===== src/rtl/tdm_demux.sv =====
// tdm_demux: splits a time-multiplexed sample stream into whole frames of CHANNELS slots
// Ports:
//   clk, rst_n          clock, asynchronous active-low reset
//   in_valid, in_sync   sample qualifier, slot-0 marker (meaningful only with in_valid)
//   in_data             incoming sample
//   out_data, out_valid assembled frame (slot k at [k*WIDTH +: WIDTH]) and its valid flag
//   out_ready           consumer accepts out_data
//   locked              frame alignment held
//   sync_err, overrun   one-cycle event pulses
module tdm_demux #(
  parameter int WIDTH    = 8,
  parameter int CHANNELS = 4
) (
  input  logic                      clk,
  input  logic                      rst_n,
  input  logic                      in_valid,
  input  logic                      in_sync,
  input  logic [WIDTH-1:0]          in_data,
  output logic [CHANNELS*WIDTH-1:0] out_data,
  output logic                      out_valid,
  input  logic                      out_ready,
  output logic                      locked,
  output logic                      sync_err,
  output logic                      overrun
);
  localparam int CW = $clog2(CHANNELS);
  localparam logic [CW-1:0] LAST = CW'(CHANNELS - 1);
  typedef enum logic {HUNT, LOCK} state_t;
  state_t state_q, state_d;
  logic [CW-1:0] cnt_q, cnt_d, slot;
  logic [CHANNELS*WIDTH-1:0] shadow_q, shadow_d, out_data_q, out_data_d;
  logic out_valid_q, out_valid_d, locked_q, locked_d;
  logic sync_err_q, sync_err_d, overrun_q, overrun_d;
  logic store, complete;
  always_ff @(posedge clk or negedge rst_n)
    if (!rst_n) state_q <= HUNT;
    else state_q <= state_d;
  // HUNT waits for a sync; LOCK falls back only when a frame boundary arrives without sync
  always_comb
    state_d = !in_valid ? state_q :
              state_q == HUNT ? (in_sync ? LOCK : HUNT) :
              (!in_sync && cnt_q == '0) ? HUNT : LOCK;
  always_comb begin
    store      = in_valid && (in_sync || (state_q == LOCK && cnt_q != '0));
    slot       = in_sync ? '0 : cnt_q;
    // only a non-sync sample landing in the last slot completes a frame
    complete   = store && !in_sync && cnt_q == LAST;
    cnt_d      = !store ? cnt_q : in_sync ? CW'(1) : complete ? '0 : cnt_q + 1'b1;
    shadow_d   = shadow_q;
    if (store) shadow_d[int'(slot)*WIDTH +: WIDTH] = in_data;
    sync_err_d = in_valid && state_q == LOCK && (in_sync ? cnt_q != '0 : cnt_q == '0);
    locked_d   = state_d == LOCK;
    // the final sample bypasses the shadow so the frame appears one edge after it
    out_data_d  = complete ? {in_data, shadow_q[(CHANNELS-1)*WIDTH-1:0]} : out_data_q;
    out_valid_d = complete || (out_valid_q && !out_ready);
    overrun_d   = complete && out_valid_q && !out_ready;
  end
  always_ff @(posedge clk or negedge rst_n)
    if (!rst_n) begin
      cnt_q       <= '0;
      shadow_q    <= '0;
      out_data_q  <= '0;
      out_valid_q <= 1'b0;
      locked_q    <= 1'b0;
      sync_err_q  <= 1'b0;
      overrun_q   <= 1'b0;
    end else begin
      cnt_q       <= cnt_d;
      shadow_q    <= shadow_d;
      out_data_q  <= out_data_d;
      out_valid_q <= out_valid_d;
      locked_q    <= locked_d;
      sync_err_q  <= sync_err_d;
      overrun_q   <= overrun_d;
    end
  assign out_data  = out_data_q;
  assign out_valid = out_valid_q;
  assign locked    = locked_q;
  assign sync_err  = sync_err_q;
  assign overrun   = overrun_q;
endmodule


===== config.mk =====
export PLATFORM = sky130hd
export DESIGN_NAME = tdm_demux
export DESIGN_NICKNAME = d
export VERILOG_FILES = /design/src/rtl/tdm_demux.sv
export SDC_FILE = /design/constraint.sdc
export NUM_CORES = 1
export LEC_CHECK = 0
export ABC_AREA = 1
export ABC_CLOCK_PERIOD_IN_PS = 1800
export CAP_MARGIN = 30
export CORE_MARGIN = 2
export CORE_UTILIZATION = 40
export CTS_CLUSTER_DIAMETER = 30
export DETAILED_ROUTE_END_ITERATION = 10
export PLACE_DENSITY_LB_ADDON = 0.3
export SLEW_MARGIN = 20
export SYNTH_ARGS = -nofsm -noshare
export SYNTH_HDL_FRONTEND = slang
export SYNTH_SLANG_ARGS = --single-unit

===== constraint.sdc =====
create_clock -name clk -period 1.8 [get_ports clk]
set_clock_uncertainty 0.2 [all_clocks]
set_input_delay 0.27 -clock clk [delete_from_list [all_inputs] [get_ports clk]]
set_output_delay 0.27 -clock clk [all_outputs]
set_load 0.01 [all_outputs]

# ---- After elaboration in Yosys (flattened, before gate mapping)
# Index checks and enable logic that the tools add are counted.
# W data, S select, Z words.
dict set report op_classes {
  add_sub_neg 2
  eq_ne 1
  bitwise 0
  order_cmp 0
  n_reduce_logical 16
  n_mul 0
  muxes 8
  shifts 2
  div_mod_pow 0
}
# op count
set op_table {}
lappend op_table {{$neg A5 Y33} 1}
lappend op_table {{$shift A8 B33 Y32 const A} 1}
lappend op_table {{$shiftx A8 B33 Y32} 1}
lappend op_table {{$bwmux W32} 1}
lappend op_table {{$logic_and A1 B1 Y1} 10}
lappend op_table {{$mux W2} 3}
lappend op_table {{$mux W1} 4}
lappend op_table {{$add A2 B1 Y2 const B} 1}
lappend op_table {{$eq A2 B2 Y1 const B} 1}
lappend op_table {{$logic_not A1 Y1} 2}
lappend op_table {{$logic_not A2 Y1} 1}
lappend op_table {{$logic_or A1 B1 Y1} 2}
lappend op_table {{$reduce_bool A2 Y1} 1}
dict set report totals {
  mem_bits_ro 0
  reg_bits 70
  latch_bits 0
  out_inout_bits 36
  inputBits 13
  elab_cells 36
  n_memories 0
  ram_bits 0
}

# ---- Logic depth before layout (Yosys ltp)
dict set report logic_depth {
  depth_word 8
  depth_mapped 9
  depth_no_buf 9
}

# ---- Worst setup path after synthesis
# OpenSTA, ideal clock, no wires.
dict set report synth_path {
  path_kind {register to register}
  start {register cnt_q[0]}
  end {register shadow_q[0]}
  t_required_ns 1.482
  setup_slack_ns 0.128
  synth_period_minus_slack_ns 1.672
  stages_incl_launch_ff 8
  path_buffers 2
  setup_time_ns 0.118
  t_arrival_ns 1.355
  path_cell_list {dfrtp_1 > nand2_1 > buf_4 > ha_1 > clkbuf_1 > nand2_1 > nand2_1 > nand2_1}
}
dict set report synth_between {
  elab_chain_len 4
  word_cells_on_any_way 9
  classes_between {add/sub (1); shift (2); mux (2); reduce/logical (4)}
}
# item line
set synth_rtl {}
lappend synth_rtl {{from (decl)} 30} ;# logic [CW-1:0] cnt_q, cnt_d, slot;
lappend synth_rtl {{from (signal assigned)} 68} ;# cnt_q <= cnt_d;
lappend synth_rtl {{$mux W2 or $reduce_bool A2 Y1 (tied branches)} {45, 44}}
lappend synth_rtl {{$neg A5 Y33 or $logic_and A1 B1 Y1 (tied branches)} {50, 44}}
lappend synth_rtl {{$shiftx A8 B33 Y32, or another cell as far along} 50} ;# if (store) shadow_d[int'(slot)*WIDTH +: WIDTH] = in_data;
lappend synth_rtl {{$bwmux W32 or $logic_and A1 B1 Y1 (tied branches)} {50, 44}}
lappend synth_rtl {{to (signal assigned)} 69} ;# shadow_q <= shadow_d;
lappend synth_rtl {{to (decl)} 31} ;# logic [CHANNELS*WIDTH-1:0] shadow_q, shadow_d, out_data_q, out_data_d;
# Several ways; a longest one is shown, not always the timed one.
# A chain may end at the register's enable or synchronous reset.

# ---- Worst setup path in the final report
dict set report layout_path {
  start {register out_data_q[29], in the netlist out_data[29]}
  end {output port out_data[29]}
}
# item line
set layout_rtl {}
lappend layout_rtl {{from (decl)} 31}
lappend layout_rtl {{from (signal assigned)} 70} ;# out_data_q <= out_data_d;
lappend layout_rtl {{to (decl)} 19} ;# output logic [CHANNELS*WIDTH-1:0] out_data,
# No word-level cell between the ends.

==> impl_metrics.env <==
export IMPL_grt_pass1_vias=2111
export IMPL_crit_type="register to primary output"
export IMPL_power_total_mw=4.38
export IMPL_gp_routability_congestion=0.869
export IMPL_vias=2210
export IMPL_hpwl_um=4070
export IMPL_cts_path_max_buffers=2
export IMPL_drive_gt1_frac=0.129
export IMPL_fin_crit_sh=0.946
export IMPL_tightest_slew_ps=483
export IMPL_finalHoldViolCount=0
export IMPL_slowest_delay_ps=540
export IMPL_initial_core_util=0.410
export IMPL_cts_tree="done"
export IMPL_core_area_um2=6720
export IMPL_cts_buffers=9
export IMPL_htreeDepth=3
export IMPL_final_cell_mix="nand2_1, dfrtp_1, clkdlybuf4s50_1, inv_1, nand3_1"
export IMPL_drt_wl_total_um=5570
export IMPL_crit_required_ps=1330
export IMPL_syn_cell_area_um2=2760
export IMPL_insertion_delay_ps=330
export IMPL_relSlewSlack=0.678
export IMPL_status="finished clean"
export IMPL_placed_area_um2=3420
export IMPL_cp_top_family="buffers and inverters"
export IMPL_num_rows=30
export IMPL_cap_violations=0
export IMPL_maxSlewViolCount=0
export IMPL_max_freq_mhz=587
export IMPL_finalInstanceArea_um2=3640
export IMPL_reg2reg_depth=7
export IMPL_crit_buf_inv=1
export IMPL_syn_inst=326
export IMPL_rsz0062_at_grt="false"
export IMPL_ys_warn_count=0
export IMPL_postRouteAntennaNets=0
export IMPL_cp_start_kind="register"
export IMPL_gr_total_overflow=0
export IMPL_slowest_stage="clkdlybuf4s50_1"
export IMPL_antenna_found_initial=0
export IMPL_yosysSeqAreaShare=0.563
export IMPL_cp_max_fo=2
export IMPL_area_growth_syn_to_layout_pct=31.9
export IMPL_grt_max_degree=47
export IMPL_setup_viol=0
export IMPL_grt_first_pass_wirelength_um=9730
export IMPL_globalRouteTotalUtil=0.166
export IMPL_setup_tns_final_ps=0
export IMPL_p_leak_nw=1.77
export IMPL_netlist_cell_type_count=19
export IMPL_syn_avg_cell_area_um2=8.46
export IMPL_dieHeight_um=87.0
export IMPL_mostFrequentLayoutCell="nand2_1"
export IMPL_num_antenna_cells=0
export IMPL_cp_arrival_ps=1230
export IMPL_min_path_type="primary input to asynchronous set/reset pin"
export IMPL_path_clk_slew_ps=70
export IMPL_dr_first_iter_drc_count=171
export IMPL_dieArea_um2=7570
export IMPL_cp_depth=1
export IMPL_power_density_nw_per_um2=1200
export IMPL_wl_per_cell_um=11.7
export IMPL_numClockSinks=62
export IMPL_port_buffers=48
export IMPL_cp_cell_sequence="clkdlybuf4s50_1"
export IMPL_die_x_um=87.0
export IMPL_root_buffer="clkbuf_8"
export IMPL_min_period_ps=1700
export IMPL_worst_setup_path_end_kind="primary output"
export IMPL_peakVddDrop_uv=424
export IMPL_drcViolationCount=0
export IMPL_layout_nets=411
export IMPL_vias_per_cell=4.64
export IMPL_synth_seq_cells=62
export IMPL_ios=49
export IMPL_postCtsSetupRepairBufs=0
export IMPL_drt_pass1_iterations=4
export IMPL_syn_nets=346
==> worst paths after layout <==
path	startpoint	end	slack [ps]
min	rst_n	out_data[26]	220
max reg2reg	cnt_q[0]	out_data[29]	100
max in group asynchronous	rst_n	cnt_q[0]	600
max	out_data[29]	out_data[29]	100
min in group clk	in_sync	cnt_q[0]	270
min reg2reg	shadow_q[8]	shadow_q[8]	270
==> logic make-up after synthesis <==
kind of cell	Yosys count	synth area share
buf+inv	56	0.0903
simple gates	165	0.243
fa+ha+maj	7	0.0318
flops	62	0.563
compound gates	36	0.0721
==> per-layer routing <==
| layer | up-vias | wire (µm) | GRT usage |
|---|---|---|---|
| met1 | 1014 | 2640 | 0.223 |
| met5 | - | 0 | 0 |
| met4 | 0 | 51 | 0.0653 |
| met2 | 48 | 2630 | 0.255 |
| li1 | 1144 | - | - |
| met3 | 4 | 242 | 0.0464 |
==> power by group <==
group	total, mW	internal [mW]	switching [mW]
Clock	1.04	0.530	0.513
Combinational	1.43	0.688	0.746
Sequential	1.90	1.72	0.188
==> sequential cells by signal (all words and copies together) (netlist names) <==
| name | count |
|---|---|
| sync_err | 1 |
| out_valid | 1 |
| locked | 1 |
| cnt_q | 2 |
| overrun | 1 |
| shadow_q | 24 |
| out_data | 32 |
==> layout make-up <==
type	instances	area (µm²)
Sequential cell	62	1550
Clock buffer	12	145
Fill cell	601	3080
Inverter	43	161
Multi-Input combinational cell	208	990
Timing Repair Buffer	67	667
Clock inverter	4	22.5
Tap cell	80	100
==> synthesized netlist by cell type <==
library cell	count	area, µm²
nand2_2	1	6.26
nor3_1	1	5.00
ha_1	7	87.6
clkinv_1	1	3.75
buf_4	1	7.51
buf_6	4	45.0
nand3_2	1	10.0
o21ai_1	25	125
dfrtp_1	62	1550
nor2_1	26	97.6
nand3_1	31	155
buf_2	4	20.0
o21ai_0	5	25.0
nor2_2	1	6.26
a21oi_1	1	5.00
clkbuf_1	4	15.0
inv_1	42	158
o21ai_2	5	43.8
nand2_1	104	390
==> per-stage QoR <==
step | hold WS, ps | utilization | setup slack (ps) | instances
5_1_grt | 269 | 0.542 | 2.93 | 476
3_5_place_dp | 53.2 | 0.509 | -324 | 459
6_report | 224 | 0.542 | 96.8 | 476
3_3_place_gp | 52.8 | 0.509 | -294 | 459
2_1_floorplan | -226 | - | 128 | 326
4_1_cts | 215 | 0.535 | 14.2 | 476
==> repair_timing <==
action / CTS / global route
endpoints found under the hold margin: 18 / 0
hold buffers: 1 / 0
endpoints found under the setup margin: 0 / 27
resized for setup: 0 / 13
Note: power is estimated with default switching activity, not from simulation.
